[src/rtl/fb_game_writer.sv]
// Frame-buffer write-side game FSM: clears the buffer after reset, then moves a cursor cell on debounced button presses.
// Optional feature macro FB_WRITER_COLOR_CYCLE_EN: both buttons together cycle the cursor colour instead of being ignored.
module fb_game_writer #(
    parameter int            AW         = 4,
    parameter int            DW         = 3,
    parameter int            CELLS      = 16,
    parameter int            DEB_CYCLES = 250000,
    parameter logic [DW-1:0] BG_COLOR   = 3'b000,
    parameter logic [DW-1:0] FG_COLOR   = 3'b100
) (
    input  logic          clk,
    input  logic          rst,
    input  logic          btn_r,
    input  logic          btn_l,
    output logic [AW-1:0] mem_px_addr,
    output logic [DW-1:0] mem_px_data,
    output logic          px_wr,
    output logic          busy,
    output logic [AW-1:0] cursor_pos
);

    localparam int CW = $clog2(DEB_CYCLES + 1);
    localparam int IW = AW + 1;

    typedef enum logic [1:0] {CLEAR, IDLE, ERASE, DRAW} state_t;

    // Index 0 is the right button, index 1 the left button.
    logic [1:0]    btn;
    logic [1:0]    sync1;
    logic [1:0]    sync2;
    logic [1:0]    deb;
    logic [1:0]    deb_d;
    logic [CW-1:0] cnt [2];
    logic [1:0]    press;
    logic          pr;
    logic          pl;

    assign btn   = {btn_l, btn_r};
    assign press = deb & ~deb_d;
    assign pr    = press[0];
    assign pl    = press[1];

    // The debounced level only follows the synchronised input after an unbroken run of DEB_CYCLES differing samples.
    always_ff @(posedge clk) begin
        if (!rst) begin
            sync1 <= '0;
            sync2 <= '0;
            deb   <= '0;
            deb_d <= '0;
            for (int i = 0; i < 2; i++) cnt[i] <= '0;
        end else begin
            sync1 <= btn;
            sync2 <= sync1;
            deb_d <= deb;
            for (int i = 0; i < 2; i++) begin
                if (sync2[i] == deb[i]) begin
                    cnt[i] <= '0;
                end else if (cnt[i] == CW'(DEB_CYCLES - 1)) begin
                    deb[i] <= sync2[i];
                    cnt[i] <= '0;
                end else begin
                    cnt[i] <= cnt[i] + CW'(1);
                end
            end
        end
    end

    state_t        state, state_n;
    logic [IW-1:0] idx, idx_n;
    logic [AW-1:0] new_pos, new_n;
    logic [AW-1:0] pos_n;
    logic [DW-1:0] color, color_n;
    logic          wr_n;
    logic [AW-1:0] addr_n;
    logic [DW-1:0] data_n;
    logic          busy_n;

    always_ff @(posedge clk) begin
        if (!rst) begin
            state       <= CLEAR;
            idx         <= '0;
            new_pos     <= '0;
            cursor_pos  <= '0;
            color       <= FG_COLOR;
            px_wr       <= 1'b0;
            mem_px_addr <= '0;
            mem_px_data <= '0;
            busy        <= 1'b1;
        end else begin
            state       <= state_n;
            idx         <= idx_n;
            new_pos     <= new_n;
            cursor_pos  <= pos_n;
            color       <= color_n;
            px_wr       <= wr_n;
            mem_px_addr <= addr_n;
            mem_px_data <= data_n;
            busy        <= busy_n;
        end
    end

    // The state names the write currently on the bus; each branch registers the write of the following cycle.
    always_comb begin
        state_n = state;
        idx_n   = idx;
        new_n   = new_pos;
        pos_n   = cursor_pos;
        color_n = color;
        wr_n    = 1'b0;
        addr_n  = mem_px_addr;
        data_n  = mem_px_data;
        busy_n  = 1'b1;
        case (state)
            CLEAR: begin
                wr_n = 1'b1;
                if (idx == IW'(CELLS)) begin
                    // Every cell is background now; paint the cursor at cell 0.
                    addr_n  = '0;
                    data_n  = color;
                    new_n   = '0;
                    pos_n   = '0;
                    idx_n   = '0;
                    state_n = DRAW;
                end else begin
                    addr_n = idx[AW-1:0];
                    data_n = BG_COLOR;
                    idx_n  = idx + IW'(1);
                end
            end
            IDLE: begin
                busy_n = 1'b0;
                if (pr && !pl) begin
                    new_n   = (cursor_pos == AW'(CELLS - 1)) ? '0 : cursor_pos + AW'(1);
                    wr_n    = 1'b1;
                    addr_n  = cursor_pos;
                    data_n  = BG_COLOR;
                    busy_n  = 1'b1;
                    state_n = ERASE;
                end else if (pl && !pr) begin
                    new_n   = (cursor_pos == '0) ? AW'(CELLS - 1) : cursor_pos - AW'(1);
                    wr_n    = 1'b1;
                    addr_n  = cursor_pos;
                    data_n  = BG_COLOR;
                    busy_n  = 1'b1;
                    state_n = ERASE;
                end else if (pr && pl) begin
`ifdef FB_WRITER_COLOR_CYCLE_EN
                    // Repaint in place with the rotated colour; nothing to erase.
                    color_n = (color == '0) ? FG_COLOR : {color[0], color[DW-1:1]};
                    new_n   = cursor_pos;
                    wr_n    = 1'b1;
                    addr_n  = cursor_pos;
                    data_n  = color_n;
                    busy_n  = 1'b1;
                    state_n = DRAW;
`else
                    state_n = IDLE;
`endif
                end
            end
            ERASE: begin
                wr_n    = 1'b1;
                addr_n  = new_pos;
                data_n  = color;
                pos_n   = new_pos;
                state_n = DRAW;
            end
            DRAW: begin
                busy_n  = 1'b0;
                state_n = IDLE;
            end
            default: begin
                state_n = CLEAR;
                idx_n   = '0;
            end
        endcase
    end

endmodule
[config.mk]
export PLATFORM = sky130hd
export DESIGN_NAME = fb_game_writer
export DESIGN_NICKNAME = d
export VERILOG_FILES = /design/src/rtl/fb_game_writer.sv
export SDC_FILE = /design/constraint.sdc
export NUM_CORES = 1
export LEC_CHECK = 0
export CAP_MARGIN = 20
export CORE_ASPECT_RATIO = 1.25
export CORE_MARGIN = 3
export CORE_UTILIZATION = 25
export CTS_CLUSTER_SIZE = 30
export DETAILED_ROUTE_END_ITERATION = 12
export PLACE_DENSITY = 0.46
export REMOVE_ABC_BUFFERS = 1
export SLEW_MARGIN = 20
export SYNTH_ARGS = -nofsm -noshare
export SYNTH_HDL_FRONTEND = slang
export SYNTH_SLANG_ARGS = --single-unit
[constraint.sdc]
create_clock -name clk -period 5.46 [get_ports clk]
set_input_delay 1.638 -clock clk [delete_from_list [all_inputs] [get_ports clk]]
set_output_delay 1.638 -clock clk [all_outputs]
set_load 0.005 [all_outputs]
== Yosys cells after proc, flatten, opt, wreduce, memory -nomap -nowiden ==
Memory sizes are Yosys's and may differ from the RTL's.
Cells that the tools add are included.

* Bitwise operators: 10
* Reductions and logical operators: 17
* Equality and inequality tests: 12
* Add/sub/neg operators: 5
* Mux-type cells: 54

{| class="wikitable"
|+ Operators by type and width
! operator !! number
|-
| 18-bit 2-to-1 mux || 6
|-
| 18-bit by 1-bit adder with 18-bit output (second input constant) || 2
|-
| 18-bit equality test (second input constant) || 2
|-
| 4-bit 2-to-1 mux || 8
|-
| 1-bit 2-to-1 mux || 25
|-
| 4-bit case mux with 2 select lines || 2
|-
| 4-bit case mux with 3 select lines || 1
|-
| 2-bit AND reduction || 5
|-
| 3-bit 2-to-1 mux || 3
|-
| 3-bit case mux with 3 select lines || 1
|-
| 2-bit 2-to-1 mux || 4
|-
| 2-bit case mux with 4 select lines || 1
|-
| 1-bit OR || 6
|-
| 5-bit by 1-bit adder with 5-bit output (second input constant) || 1
|-
| 5-bit equality test (second input constant) || 1
|-
| 5-bit 2-to-1 mux || 1
|-
| 4-bit by 1-bit adder with 4-bit output (second input constant) || 1
|-
| 2-bit equality test (second input constant) || 2
|-
| 4-bit equality test (second input constant) || 1
|-
| 4-bit logical NOT || 1
|-
| 4-bit inequality test (second input constant) || 1
|-
| 1-bit case mux with 2 select lines || 2
|-
| 2-bit nonzero test || 2
|-
| 4-bit by 1-bit subtractor with 4-bit output (second input constant) || 1
|-
| 13 further kinds || 18
|}

* Word-level logic and storage cells: 112
* Memories: 1
* RAM bits: 36
* Bits of input ports: 4
* Flip-flop bits (word level): 32
* Output and inout bits: 13

{| class="wikitable"
|+ Memories
! memory !! depth !! width !! rd ports !! clocked after Yosys merged registers in !! wr ports !! line !! text
|-
| cnt || 2 || 18 || 2 || 0 || 2 || 33 || <nowiki>logic [CW-1:0] cnt [2];</nowiki>
|}

== Longest topological paths before layout ==
Gate-level depths: netlist (run 1).
An unclocked memory read counts as a cell.

* Depth after elaboration: 8
* Depth in mapped cells: 8
* Depth with buffers taken out: 6

== Worst setup path before layout (run 1) ==
No wires, ideal clock.

* Kind: input to register
* Start: input rst
* End: memory cnt[1][10] in the netlist's numbering, data pin
* Stages: 4
* Path buffers: 1
* Required time: 5.203 ns
* Slack: 3.049 ns
* Data arrival time: 2.155 ns
* Library setup time: 0.257 ns
* Cell sequence: and2_1 > o21ai_2 > buf_2 > nor2_1

{| class="wikitable"
|+ RTL lines
! what !! line !! text
|-
| start: declaration || 12 || <nowiki>input logic rst,</nowiki>
|-
| end: declaration || 33 ||
|}

==> impl_metrics.csv, run 1 <==
group,metric,value,unit
clock_network,cts_hold_buf,0,
placement,numPortBuffers,14,
finish,area_delta_synth_final,20.9,%
timing,post-route-period-util,56.1,%
clock_network,htreeDepth,3,
critical_path,critPathMaxStageDelay,740,ps
critical_path,required,5500,ps
grt,grt_usage,9.53,%
clock_network,clock_sink_count,66,
grt,grt_pass1_vias,2594,
route,via_count,2622,
clock_network,clock-root-buffer,"clkbuf_16",
synthesis,yosysWarnings,0,
floorplanning,row_count,47,
timing,fmax,326,MHz
critical_path,cp-startpoint,"rst",
critical_path,criticalPathCategory,"input pin to flop",
grt,grt_pass1_wl,12.1,mm
synthesis,async_reset_ff_share,0,%
timing,whs,435,ps
route,drc,0,
grt,antenna_found_initial,0,
synthesis,yosysMostFrequentCell,"nor2_1",
power,ir_drop,126,uV
route,dr.pass1.iters,4,
finish,n_fill_cell,1420,
synthesis,yosysTopAreaCell,"edfxtp_1",
critical_path,reg2reg_depth,5,
power,totalPowerFinal,1.52,mW
route,drtIter0Drc,129,
floorplanning,io_pins,17,
clock_network,numCtsBuffers,9,
synthesis,synth_cell_types,52,
clock_network,post-cts-setup-buffers,0,
power,power_density,358,nW/um^2
synthesis,synth_compound_area_share,12.1,%
route,ant_nets,0,
synthesis,ys_top_cells_by_area,"edfxtp_1, dfxtp_1, nor2_1",
critical_path,arrival,3110,ps
power,internal_power,1.08,mW
power,combPwrFrac,22.2,%
timing,setup_tns,0,ps
synthesis,mappedNetlistArea,3500,um^2
critical_path,worst_setup_path_end_kind,"flop",
grt,grt_max_degree,18,
finish,drive_above_1_share,5.31,%
floorplanning,initial_utilization,26.0,%
timing,drv_slew,0,
power,power.leakage,1.53,nW
finish,final_util,31.4,%
critical_path,slowest_stage,"clkdlybuf4s50_1",
timing,fin_crit,3060,ps
critical_path,critPathBufInv,1,
synthesis,synth_area_per_cell,9.73,um^2
timing,slew_headroom,50.9,%
critical_path,reg2reg_to,"cnt[1][3]$_SDFFCE_PN0P_",
power,clockPowerShare,37.9,%
critical_path,start_kind,"input pin",
floorplanning,dieArea,15500,um^2
floorplanning,die_y,138,um
grt,grt.overflow.total,0,
floorplanning,fp.dieW,112,um
power,p_sw,0.436,mW
synthesis,muxShareOfSynthArea,1.43,%
critical_path,cp_num_cells,4,
clock_network,clkLatencyLatePin,330,ps
placement,globalplace.congestion,0.795,
timing,finalSetupViolCount,0,
synthesis,ys_seq_area_share,48.0,%
power,power_frac_seq,39.9,%
synthesis,synthSimpleGateAreaFrac,21.7,%
synthesis,synth_xor_area_share,8.00,%
finish,nNetsFinal,425,
critical_path,cp_cell_sequence,"clkdlybuf4s50_1 -> and2_1 -> o21ai_2 -> nor2_1",
critical_path,rrSetupSlack,3020,ps
critical_path,rr_startpoint,"cnt[1][0]$_SDFFCE_PN0P_",
route,wl_per_cell,11.9,um
route,viasPerCell,4.48,
outcome,status,"finished, final reports clean",
critical_path,crit_path_end,"cnt[1][3]$_SDFFCE_PN0P_",
synthesis,yosys-top-cells-count,"nor2_1, edfxtp_1, dfxtp_1",
timing,tightest_slew,737,ps
floorplanning,coreArea,13500,um^2
job,maxCapViolations,0,
timing,finalClockSkew,6.18,ps
hold_path,min_path_type,"flop to flop",
timing,rsz0062_at_grt,"no",
power,p_sw_share,28.8,%
finish,antenna_cells,0,
synthesis,synth_top_family_by_area,"simple AND/OR/NAND/NOR gates",
synthesis,synth_edf_count,36,
synthesis,syn_inst,360,
route,drt-total-wl,6.94,mm
timing,hold_viol,0,
clock_network,path_clk_slew,50,ps
critical_path,path_max_fanout,17,
synthesis,synthAdderAreaFrac,4.29,%
clock_network,cts_resized,0,
synthesis,synthFlopType,"edfxtp_1",
clock_network,tritoncts,"yes",
clock_network,clock_path_buffers,2,
synthesis,synth-seq-cells,66,
critical_path,crit_family,"buffers and inverters",
placement,hpwl,4.93,mm
synthesis,netlist.area_leader.share,30.9,%
[area by class of cell]
cell class | instances | area, um^2 | area share, %
tap | 171 | 214 | 5.05
clock buffer | 15 | 299 | 7.06
timing repair buffer | 14 | 140 | 3.31
clock inverter | 1 | 5.00 | 0.118
inverter | 23 | 86.3 | 2.04
multi-input combinational | 295 | 1810 | 42.7
sequential | 66 | 1680 | 39.7
[layer usage]
metal	share of wire, %	GRT usage [%]
met2	48	15.5
met4	1.9	4.80
met5	0	0
met1	47	11.4
met3	3.1	2.75
[flip-flops by register name, indices dropped and copies added (netlist names)]
register	flops
deb_d	2
cursor_pos	4
px_wr	1
sync1	2
idx	5
busy	1
state	2
cnt	36
deb	2
new_pos	4
mem_px_addr	4
sync2	2
mem_px_data	1
[power groups by stage]
stage	sequential (mW)	clock, mW	combinational (mW)
final	0.605	0.574	0.336
after global routing	0.612	0.611	0.386
after CTS	0.605	0.598	0.339
after detailed placement	0.615	0	0.339
after global placement	0.614	0	0.335
after floorplan	0.610	0	0.232
[cell families after synthesis]
| kind of cell | count (synthesis) |
|---|---|
| and+or+nand+nor | 145 |
| adders and majority gates | 12 |
| buffers and inverters | 35 |
| xor gates and xnor gates | 32 |
| AOI/OAI and AO/OA | 63 |
| other | 2 |
| DFF | 66 |
| muxes | 5 |
[metrics by stage]
stage                     worst slack (ps)  cells  instance area (um^2)
after floorplan                       3150    384                  3580
after global placement                2040    569                  3930
after CTS                             2360    585                  4230
final                                 2400    585                  4230
after global routing                  2220    585                  4230
after detailed placement              2000    569                  3930
[cell usage in the layout (no fill, tap or decap), types with 14 or more instances in the layout]
cell	instances
inv_1	23
nand3_1	16
nand2_1	17
edfxtp_1	36
clkdlybuf4s50_1	14
dfxtp_1	30
a21oi_1	20
nor2_1	49
conb_1	38
xnor2_1	21
[how the worst min path moves through the flow]
stage,start,endpoint,slack (ps),depth (start not counted)
5_1_grt,sync1[1]$_SDFF_PN0_,sync2[1]$_SDFF_PN0_,450,1
4_1_cts,sync1[1]$_SDFF_PN0_,sync2[1]$_SDFF_PN0_,440,1
3_3_place_gp,sync1[1]$_SDFF_PN0_,sync2[1]$_SDFF_PN0_,420,1
2_1_floorplan,sync1[0]$_SDFF_PN0_,sync2[0]$_SDFF_PN0_,410,1
6_report,sync1[1]$_SDFF_PN0_,sync2[1]$_SDFF_PN0_,440,1
3_5_place_dp,sync1[1]$_SDFF_PN0_,sync2[1]$_SDFF_PN0_,420,1
(Power assumes the default switching activity.)
==> run 2, diff against run 1 <==
Clock period 5.46 ns to 3 ns, I/O delays scaled along.
==> run 2 against run 1 <==
  * Power up 75%
  * Sequential cell count is the same
  * Global-route usage rose by 0.33 points
  * Die area unchanged
  * Wire length rose by 5.5%
  * Design area is 0.77% lower
  * Sequential power up 82%
  * Critical path depth did not move
  * Critical path type is now flop to flop
==> impl_metrics.csv, run 2 (synthesis results as in run 1) <==
group,metric,value,unit
placement,numPortBuffers,14,
critical_path,start_kind,"flop",
timing,fin_crit,2350,ps
clock_network,numCtsBuffers,9,
floorplanning,fp.dieW,112,um
clock_network,htreeDepth,3,
finish,nNetsFinal,427,
critical_path,required,3060,ps
hold_path,min_delay_path_depth,1,
clock_network,clkLatencyLatePin,320,ps
floorplanning,die_y,138,um
power,power.leakage,1.52,nW
finish,multi_input_area,1810,um^2
floorplanning,io_pins,17,
route,drc,0,
grt,antenna_found_initial,0,
finish,final_area,4200,um^2
route,drt-total-wl,7.32,mm
hold_path,hold_start,"sync1[0]$_SDFF_PN0_",
floorplanning,dieArea,15500,um^2
floorplanning,coreArea,13500,um^2
timing,finalClockSkew,5.38,ps
timing,slew_headroom,63.0,%
clock_network,path_clk_slew,50,ps
finish,regArea,1680,um^2
finish,largest_register,"cnt",
critical_path,rr_startpoint,"cnt[0][13]$_SDFFCE_PN0P_",
clock_network,tritoncts,"yes",
finish,area_delta_synth_final,20.0,%
grt,grt_pass1_vias,2547,
job,maxCapViolations,0,
timing,rsz0062_at_grt,"no",
grt,grt.overflow.total,0,
grt,grt_max_degree,18,
route,wl_per_cell,12.5,um
timing,hold_viol,0,
power,power_density,632,nW/um^2
route,drtIter0Drc,103,
finish,n_fill_cell,1376,
hold_path,whs_endpoint,"sync2[0]$_SDFF_PN0_",
route,ant_nets,0,
critical_path,rrSetupSlack,650,ps
grt,grt_pass1_wl,12.4,mm
finish,final_common_cell,"nor2_1",
placement,hpwl,5.17,mm
route,viasPerCell,4.51,
power,ir_drop,268,uV
clock_network,cts_hold_buf,0,
timing,setup_tns,0,ps
floorplanning,initial_utilization,26.0,%
hold_path,min_path_type,"flop to flop",
clock_network,clock_path_buffers,2,
floorplanning,row_count,47,
clock_network,cts_resized,0,
outcome,status,"finished, final reports clean",
clock_network,clock-root-buffer,"clkbuf_16",
placement,placed_cell_area,3950,um^2
grt,grt_usage,9.86,%
timing,drv_slew,0,
timing,finalSetupViolCount,0,
finish,layout_common_cells,"nor2_1, conb_1, edfxtp_1",
clock_network,clock_sink_count,66,
clock_network,post-cts-setup-buffers,0,
finish,antenna_cells,0,
critical_path,worst_setup_path_end_kind,"flop",
critical_path,reg2reg_depth,4,
timing,post-route-period-util,78.2,%
route,via_count,2649,
finish,largestRegisters,"cnt x36, idx x5",
critical_path,arrival,2400,ps
timing,tightest_slew,554,ps
finish,drive_above_1_share,5.53,%
critical_path,reg2reg_to,"cnt[0][9]$_SDFFCE_PN0P_",
placement,globalplace.congestion,0.802,
finish,largest_reg_flops,36,
timing,fmax,426,MHz
route,dr.pass1.iters,4,
critical_path,path_max_fanout,17,
critical_path,criticalPathCategory,"flop to flop",
## run 2: final cells by class
type,instances,share of cell area [%]
multi-input cells,295,43.0
clock buffers,12,5.63
repair buffers,16,3.69
inverters,23,2.05
well taps,171,5.09
flip-flops and latches,66,40.0
clock inverters,4,0.476
## run 2: where the power goes
group          switching [mW]  internal (mW)  total [mW]  leakage (nW)
combinational           0.371          0.248       0.619         0.775
sequential             0.0629           1.04        1.10         0.616
clock                   0.381          0.554       0.935         0.130
## run 2: how the worst max path moves through the flow
stage                     slack (ps)                     start  cells past startpoint                  endpoint
final                            650  cnt[0][13]$_SDFFCE_PN0P_                      4   cnt[0][9]$_SDFFCE_PN0P_
after global routing             510  cnt[0][13]$_SDFFCE_PN0P_                      4   cnt[0][3]$_SDFFCE_PN0P_
after CTS                        620  cnt[0][13]$_SDFFCE_PN0P_                      4   cnt[0][9]$_SDFFCE_PN0P_
after detailed placement         620  cnt[0][13]$_SDFFCE_PN0P_                      4   cnt[0][9]$_SDFFCE_PN0P_
after global placement           660   cnt[1][0]$_SDFFCE_PN0P_                      6  cnt[1][14]$_SDFFCE_PN0P_
after floorplan                  850  cnt[0][13]$_SDFFCE_PN0P_                      4  cnt[0][10]$_SDFFCE_PN0P_
## run 2: stage by stage
step                hold slack, ps  power, mW  setup WS, ps  utilization (%)  cells
finish                         430       2.66           655             31.2    587
global placement               416       1.74           659             29.3    571
floorplan                      412       1.53           848                -    384
CTS                            436       2.70           618             31.2    587
detailed placement             420       1.74           622             29.3    571
global route                   467       2.81           508             31.2    587
## run 2: layer usage
layer / wire (um) / global-route usage, %
met1: 3340 / 11.8
met2: 3550 / 16.3
met3: 243 / 2.36
met4: 172 / 5.25
met5: 0 / 0
## run 2: critical path, stage by stage, from the launching register on
cell and delay [ps]:
edfxtp_1 430, or4_1 540, or4_4 550, o211ai_4 440, nor2_1 110
==> run 3, diff against run 2 <==
Settings changed: PLACE_DENSITY 0.46 to 0.47.
Clock period 3 ns to 2.1 ns, I/O delays scaled along.
==> run 3 against run 2 <==
  * The run now ends with setup timing left
  * Wire length is 1.4% lower
  * Register-to-register slack worse by 690 ps
  * Clock skew up 3.5 ps
  * Combinational power is 63% higher
  * Sequential power increased by 43%
  * Sequential cell count unchanged
  * Sequential share of layout area fell by 2.1 points
  * Critical path depth is 1 higher
  * Critical endpoint is now cnt[0][17]$_SDFFCE_PN0P_
  * Largest cell class unchanged
  * Largest power group unchanged
  * Highest routed layer unchanged
==> impl_metrics.csv, run 3 (synthesis results as in run 1) <==
group,metric,value,unit
outcome,status,"complete, but fails checks",
outcome,violations,"setup timing",
finish,nNetsFinal,455,
floorplanning,fp.dieW,112,um
route,wl_met1,3.29,mm
clock_network,clock_path_buffers,2,
grt,grt_usage,9.91,%
finish,antenna_cells,0,
route,dr.pass1.iters,5,
route,wl_per_cell,11.7,um
critical_path,arrival,2210,ps
timing,fin_crit,2140,ps
finish,final_cells,614,
finish,largest_register,"cnt",
route,wl_met2,3.51,mm
floorplanning,row_count,47,
grt,grt_pass1_vias,2639,
floorplanning,die_y,138,um
finish,drive_above_1_share,11.7,%
job,maxCapViolations,0,
finish,largest_reg_flops,36,
critical_path,required,2170,ps
route,routed.top_layer,"met4",
finish,final_area,4430,um^2
finish,layout_common_cells,"nor2_1, conb_1, edfxtp_1",
critical_path,start_kind,"flop",
power,ir_drop,312,uV
grt,grt_pass1_wl,12.4,mm
clock_network,tritoncts,"yes",
placement,numPortBuffers,14,
timing,finalClockSkew,8.89,ps
route,ant_nets,0,
clock_network,numCtsBuffers,9,
finish,largestRegisters,"cnt x36, idx x5",
grt,grt.overflow.total,0,
route,met3_length,211,um
timing,finalSetupViolCount,17,
finish,n_fill_cell,1394,
floorplanning,coreArea,13500,um^2
power,power.leakage,1.66,nW
hold_path,min_path_type,"flop to flop",
finish,final_util,32.9,%
finish,final_common_cell,"nor2_1",
timing,fmax,468,MHz
placement,placed_cells,597,
route,via_count,2759,
critical_path,path_max_fanout,17,
floorplanning,dieArea,15500,um^2
timing,rsz0062_at_grt,"yes",
critical_path,criticalPathCategory,"flop to flop",
placement,place_ws,-29.9,ps
timing,hold_viol,0,
route,viasPerCell,4.49,
floorplanning,io_pins,17,
clock_network,clkLatencyLatePin,330,ps
grt,grt_max_degree,18,
route,drc,0,
grt,antenna_found_initial,0,
clock_network,htreeDepth,3,
clock_network,clock_sink_count,66,
placement,placed_cell_area,4150,um^2
timing,setup_tns,-416,ps
route,drt-total-wl,7.21,mm
timing,drv_slew,0,
clock_network,cts_hold_buf,0,
clock_network,clock-root-buffer,"clkbuf_16",
floorplanning,initial_utilization,26.0,%
timing,fin_ws,-35.1,ps
route,drtIter0Drc,80,
placement,globalplace.congestion,0.771,
timing,post-route-period-util,102,%
placement,hpwl,5.31,mm
power,power_density,891,nW/um^2
clock_network,path_clk_slew,60,ps
critical_path,worst_setup_path_end_kind,"flop",
finish,area_delta_synth_final,26.5,%
==> run 3: cell count changes in the layout (fill, tap and decap cells not counted), sizes merged <==
cell | before | now
inv | 23 | 24
clkinv | 4 | 2
buf | 2 | 30
==> run 3: critical path, stage by stage, from the launching register on <==
cell	delay [ps]
edfxtp_1	380
or4_1	520
or4_4	550
o211ai_4	200
buf_12	170
a21oi_1	50
==> run 3: metrics by stage <==
step           hold WS (ps)  total power, mW
4_1_cts                 431             3.95
3_3_place_gp            416             2.56
6_report                429             3.95
3_5_place_dp            419             2.56
5_1_grt                 460             4.20
2_1_floorplan           412             2.19
==> run 3: final cells by class <==
| class | instances | area, um^2 | area share [%] |
|---|---|---|---|
| multi-input combinational | 295 | 1810 | 40.8 |
| clock inverter | 3 | 16.3 | 0.367 |
| clock buffer | 12 | 246 | 5.56 |
| sequential | 66 | 1680 | 38.0 |
| timing repair buffer | 44 | 378 | 8.53 |
| tap | 171 | 214 | 4.83 |
| inverter | 23 | 86.3 | 1.95 |
==> run 3: final timing paths <==
path | depth (start not counted) | to | slack [ps] | start
setup / recovery | 5 | cnt[0][17]$_SDFFCE_PN0P_ | -40 | cnt[0][13]$_SDFFCE_PN0P_
hold / removal | 1 | sync2[1]$_SDFF_PN0_ | 430 | sync1[1]$_SDFF_PN0_
setup reg to reg | 5 | cnt[0][17]$_SDFFCE_PN0P_ | -40 | cnt[0][13]$_SDFFCE_PN0P_
hold reg to reg | 1 | sync2[1]$_SDFF_PN0_ | 430 | sync1[1]$_SDFF_PN0_
==> run 3: repair_timing <==
item / 4_1_cts / 5_1_grt
endpoints found under the setup margin: 17 / 20
setup buffers: 0 / 2
gates resized for setup: 0 / 1
==> run 3: power by group <==
| group | leakage [nW] | total [mW] | switching [mW] | internal, mW |
|---|---|---|---|---|
| registers | 0.617 | 1.57 | 0.0832 | 1.48 |
| clock network | 0.133 | 1.37 | 0.549 | 0.821 |
| logic | 0.914 | 1.01 | 0.552 | 0.459 |
==> run 3: routing by layer <==
metal / vias up / global-route usage, %
li1: 1414 / -
met1: 1300 / 11.9
met2: 29 / 16.0
met3: 16 / 2.84
met4: 0 / 5.19
met5: - / 0
